--- config.mk ---
export PLATFORM = sky130hd
export DESIGN_NAME = bsk_led_scan
export DESIGN_NICKNAME = d
export VERILOG_FILES = /design/src/rtl/bsk_led_scan.sv
export SDC_FILE = /design/constraint.sdc
export NUM_CORES = 1
export LEC_CHECK = 0
export ABC_AREA = 1
export CAP_MARGIN = 25
export CELL_PAD_IN_SITES_DETAIL_PLACEMENT = 0
export CELL_PAD_IN_SITES_GLOBAL_PLACEMENT = 1
export CORE_ASPECT_RATIO = 1.4
export CORE_MARGIN = 5
export CORE_UTILIZATION = 29
export CTS_CLUSTER_DIAMETER = 100
export DETAILED_ROUTE_END_ITERATION = 10
export PLACE_DENSITY = 0.84
export SLEW_MARGIN = 40
export SYNTH_ARGS = -nofsm -noshare
export SYNTH_HDL_FRONTEND = slang
export SYNTH_SLANG_ARGS = --single-unit
--- constraint.sdc ---
create_clock -name clk -period 1.6 [get_ports clk]
set_input_delay 0.24 -clock clk [delete_from_list [all_inputs] [get_ports clk]]
set_output_delay 0.24 -clock clk [all_outputs]
set_load 0.005 [all_outputs]
--- src/rtl/bsk_led_scan.sv ---
// bsk_led_scan: drives CHANNELS latched LED buffers from one shared, registered data bus.
// Ports: clk, iRst_n (async active-low) | iLed bank words, iForce re-latch all banks
//        | oLe one-hot latch enables, oLed shared data bus, oBusy bank transaction active.
module bsk_led_scan #(
  parameter int WIDTH     = 16,
  parameter int CHANNELS  = 2,
  parameter int SETUP_CYC = 1,
  parameter int LE_CYC    = 1,
  parameter int HOLD_CYC  = 1,
  parameter int INVERT    = 1,
  parameter int ON_CHANGE = 0
) (
  input  logic                      clk,
  input  logic                      iRst_n,
  input  logic [CHANNELS*WIDTH-1:0] iLed,
  input  logic                      iForce,
  output logic [CHANNELS-1:0]       oLe,
  output logic [WIDTH-1:0]          oLed,
  output logic                      oBusy
);
  localparam int MAXC = SETUP_CYC > LE_CYC ? (SETUP_CYC > HOLD_CYC ? SETUP_CYC : HOLD_CYC)
                                           : (LE_CYC > HOLD_CYC ? LE_CYC : HOLD_CYC);
  localparam int CW = $clog2(MAXC + 1);
  localparam int PW = CHANNELS > 1 ? $clog2(CHANNELS) : 1;
  typedef enum logic [1:0] {IDLE, SETUP, LATCH, HOLD} state_t;
  state_t state, state_n;
  logic [PW-1:0] ptr, ptr_n, ptr_inc;
  logic [CW-1:0] cnt, cnt_n;
  logic [WIDTH-1:0] snap, snap_n, led_n, slice;
  logic [CHANNELS*WIDTH-1:0] shadow, shadow_n;
  logic [CHANNELS-1:0] force_f, force_n, le_n;
  logic sel, done;
  int lim;
  assign slice   = iLed[ptr*WIDTH +: WIDTH];
  assign ptr_inc = (ptr == PW'(CHANNELS - 1)) ? '0 : ptr + 1'b1;
  assign sel     = (ON_CHANGE == 0) || force_f[ptr] || (slice != shadow[ptr*WIDTH +: WIDTH]);
  assign lim     = state == SETUP ? SETUP_CYC : state == LATCH ? LE_CYC : HOLD_CYC;
  assign done    = cnt == CW'(lim - 1);
  assign oBusy   = state != IDLE;
  always_comb begin
    state_n  = state;
    ptr_n    = ptr;
    cnt_n    = cnt;
    snap_n   = snap;
    led_n    = oLed;
    shadow_n = shadow;
    force_n  = force_f;
    if (state == IDLE) begin
      if (sel) begin
        snap_n         = slice;
        led_n          = INVERT != 0 ? ~slice : slice;
        force_n[ptr]   = 1'b0;
        state_n        = SETUP;
      end else begin
        ptr_n = ptr_inc;
      end
    end else begin
      cnt_n = done ? '0 : cnt + 1'b1;
      if (done) begin
        state_n = state == SETUP ? LATCH : state == LATCH ? HOLD : IDLE;
        if (state == HOLD) begin
          shadow_n[ptr*WIDTH +: WIDTH] = snap;
          ptr_n                        = ptr_inc;
        end
      end
    end
    // a force request always wins over the IDLE clear of the same flag
    if (iForce) force_n = '1;
    // latch enable is registered, so it is decoded from the next state
    le_n = state_n == LATCH ? CHANNELS'(1) << ptr : '0;
  end
  always_ff @(posedge clk or negedge iRst_n) begin
    if (!iRst_n) begin
      state   <= IDLE;
      ptr     <= '0;
      cnt     <= '0;
      snap    <= '0;
      oLed    <= {WIDTH{1'(INVERT)}};
      shadow  <= '0;
      force_f <= '1;
      oLe     <= '0;
    end else begin
      state   <= state_n;
      ptr     <= ptr_n;
      cnt     <= cnt_n;
      snap    <= snap_n;
      oLed    <= led_n;
      shadow  <= shadow_n;
      force_f <= force_n;
      oLe     <= le_n;
    end
  end
endmodule

==> results.json <==
{
  "synthesis.instances": 121,
  "data_arrival_time_of_the_worst_path_ps": 1310,
  "setup_repair_after_global_routing_missed_its_margin": "false",
  "final_layout_size_suffix_gt1_share_pct": 16.9,
  "antenna_found_initial": 0,
  "postSynthNetCount": 160,
  "ys_top_cells_by_count": "64 x sky130_fd_sc_hd__nand2_1, 16 x sky130_fd_sc_hd__dfstp_2, 16 x sky130_fd_sc_hd__nand3_1",
  "final.setup.worst_slack_ps": 54.5,
  "finalWeightedCongestion": 0.713,
  "half_perimeter_wire_length_after_placement_um": 2140,
  "fin_crit_sh_pct": 96.6,
  "fin_setup_tns_ps": 0,
  "setup.worst_path.class": "reg2out",
  "cts_tree": "built",
  "critical_path.startpoint_type": "flop",
  "cts.sink_count": 21,
  "worst_slew_margin_rel_pct": 74.1,
  "ys_async_sr_fraction_pct": 100,
  "floorplan.die_area_mm2": 0.00486,
  "cts_max_path_buffers": 2,
  "grt_pass1_wl_um": 4510,
  "antenna_left": 0,
  "clock_latency_ps": 260,
  "share_of_the_core_filled_with_cells_pct": 47.7,
  "yosysMostFrequentCell": "sky130_fd_sc_hd__nand2_1",
  "core.rowCount": 25,
  "yosysWarningCount": 0,
  "powerDensity_mw_per_mm2": 675,
  "setup.worst_path.end_class": "output pin",
  "global_route.overflow_total": 0,
  "mappedNetlistArea_mm2": 0.00103,
  "coreArea_mm2": 0.00341,
  "initial_util_pct": 30.2,
  "routed-via-count": 974,
  "unique_masters_post_synth": 15,
  "yosys.area.top_type": "sky130_fd_sc_hd__dfstp_2",
  "holdCritPathClass": "in2async",
  "drt_first_pass_iters": 4,
  "timing_hold_violations_final": 0,
  "critPathBufInv": 1,
  "cts_buffers": 3,
  "place.port_buffers": 52,
  "p_r_area_growth_vs_syn_pct": 58.0,
  "setup_viol": 0,
  "pin_count": 54,
  "routed_len_inst_um": 13.2,
  "crit_family": "flip-flops",
  "max_slew.worst_pin.slew_ps": 389,
  "achievable-frequency_mhz": 647,
  "routed_wl_um": 2860,
  "synth.top_cell.area_share_pct": 40.8,
  "max_stage_delay_ps": 540,
  "fin_nets": 217,
  "postSynthRegisterBits": 21,
  "width_of_the_chip_um": 60.4,
  "cts.reportedPaths.clkPinSlew_ps": 80,
  "yosys_most_used_dff": "sky130_fd_sc_hd__dfstp_2",
  "cap_viol_max_count": 0,
  "result_of_the_run": "completed",
  "chipHeight_um": 80.5,
  "reg2regPathDepth": 4,
  "vdd.ir_drop.worst_mv": 0.479,
  "htree_num_levels": 1,
  "initialDrtViolationCount": 43,
  "numPlacedInstances": 211,
  "crit_path_max_fanout": 2,
  "drcViolationCount": 0,
  "final_cells": 217,
  "antenna-diode-count": 0,
  "grt_start_max_net_pins": 22,
  "crit_required_ps": 1360,
  "worstPathCellList": "clkdlybuf4s50_1",
  "final.min_clock_period_ps": 1550,
  "fin_worst_skew_ps": 2.49,
  "detail_route.vias_per_cell": 4.49,
  "path_depth": 1,
  "gr_usage_total_pct": 12.2,
  "cpMaxStageDelayCell": "sky130_fd_sc_hd__dfstp_2",
  "synth_area_per_cell_um2": 8.51,
  "post_synth_main_area_contributors": "sky130_fd_sc_hd__dfstp_2 41%, sky130_fd_sc_hd__nand2_1 23%, sky130_fd_sc_hd__dfrtp_1 12%",
  "clock_tree.root_cell": "sky130_fd_sc_hd__clkbuf_8",
  "first_global_vias": 972,
  "timing_max_transition_violations_final": 0,
  "power.leakage_nw": 0.769,
  "synth_edf_count": 0,
  "synth_seq_area_share_pct": 53.0,
  "placement.setup.worst_slack_ps": 148
}
## registers in the layout, summed over array words and instances (netlist names)
name,cells
oLe,2
state,2
oLed,16
ptr,1
## cells by family (layout without fill, tap and decap cells)
kind of cell,after synthesis,in the layout,synth area share [%]
simple gates,83,83,32.7
flops,21,21,53.0
buf+inv,12,68,8.63
fa+ha+maj,4,4,4.86
xor+xnor,1,1,0.851
## worst paths after layout
path                                       from                   end  slack (ps)
min                                      iRst_n       ptr$_DFFE_PN0P_         320
min reg2reg                oLed[15]$_DFFE_PN1N_  oLed[15]$_DFFE_PN1N_         470
min in group clk           oLed[15]$_DFFE_PN1N_  oLed[15]$_DFFE_PN1N_         470
max                         oLed[2]$_DFFE_PN1N_               oLed[2]          50
max in group asynchronous                iRst_n   oLed[7]$_DFFE_PN1N_        1010
max reg2reg                  state[1]$_DFF_PN0_    state[0]$_DFF_PN0_         370
## power by group
group	internal [W]	switching, W	total (W)
clock	0.000176	0.000178	0.000353
sequential	0.000568	0.0000110	0.000579
combinational	0.000119	0.0000475	0.000167
total	0.000862	0.000236	0.00110
## routing by layer
metal | vias to the layer above | routed length [µm] | global-route usage, % | share of wire, %
li1 | 480 | - | - | -
met1 | 466 | 1130 | 14.2 | 39
met2 | 26 | 1550 | 21.4 | 54
met3 | 2 | 173 | 2.57 | 6.0
met4 | 0 | 15 | 4.43 | 0.52
met5 | - | 0 | 0 | 0
## per-stage QoR
| step | hold slack (ps) | cell area [µm²] | power (W) |
|---|---|---|---|
| after floorplan | -55.6 | 1030 | 0.000615 |
| after global placement | 456 | 1560 | 0.000752 |
| after detailed placement | 458 | 1560 | 0.000756 |
| after CTS | 323 | 1630 | 0.00111 |
| after global routing | 333 | 1630 | 0.00115 |
| final | 319 | 1630 | 0.00110 |
## final cells by class
type                    count  area, µm²
well taps                  40       50.0
fillers                   352       1780
inverters                   6       22.5
repair buffers             58        564
flip-flops and latches     21        546
clock inverters             1       7.51
clock buffers               3       41.3
multi-input cells          88        395
## timing repair
| item | 4_1_cts | 5_1_grt |
|---|---|---|
| setup buffers | 2 | 0 |
| setup endpoints to repair | 1 | 0 |
| hold buffers | 0 | 0 |
| resized for setup | 1 | 0 |
## placed cells by master (no fill, tap or decap), drive strengths merged
| master | n |
|---|---|
| nand2 | 65 |
| clkdlybuf4s50 | 51 |
| nand3 | 16 |
| dfstp | 16 |
| buf | 6 |
| inv | 6 |
| dfrtp | 5 |
| ha | 4 |
| clkbuf | 3 |
| or2 | 1 |
| nor2 | 1 |
| xor2 | 1 |
| clkinvlp | 1 |
| dlygate4sd2 | 1 |
(Power assumes the default switching activity.)
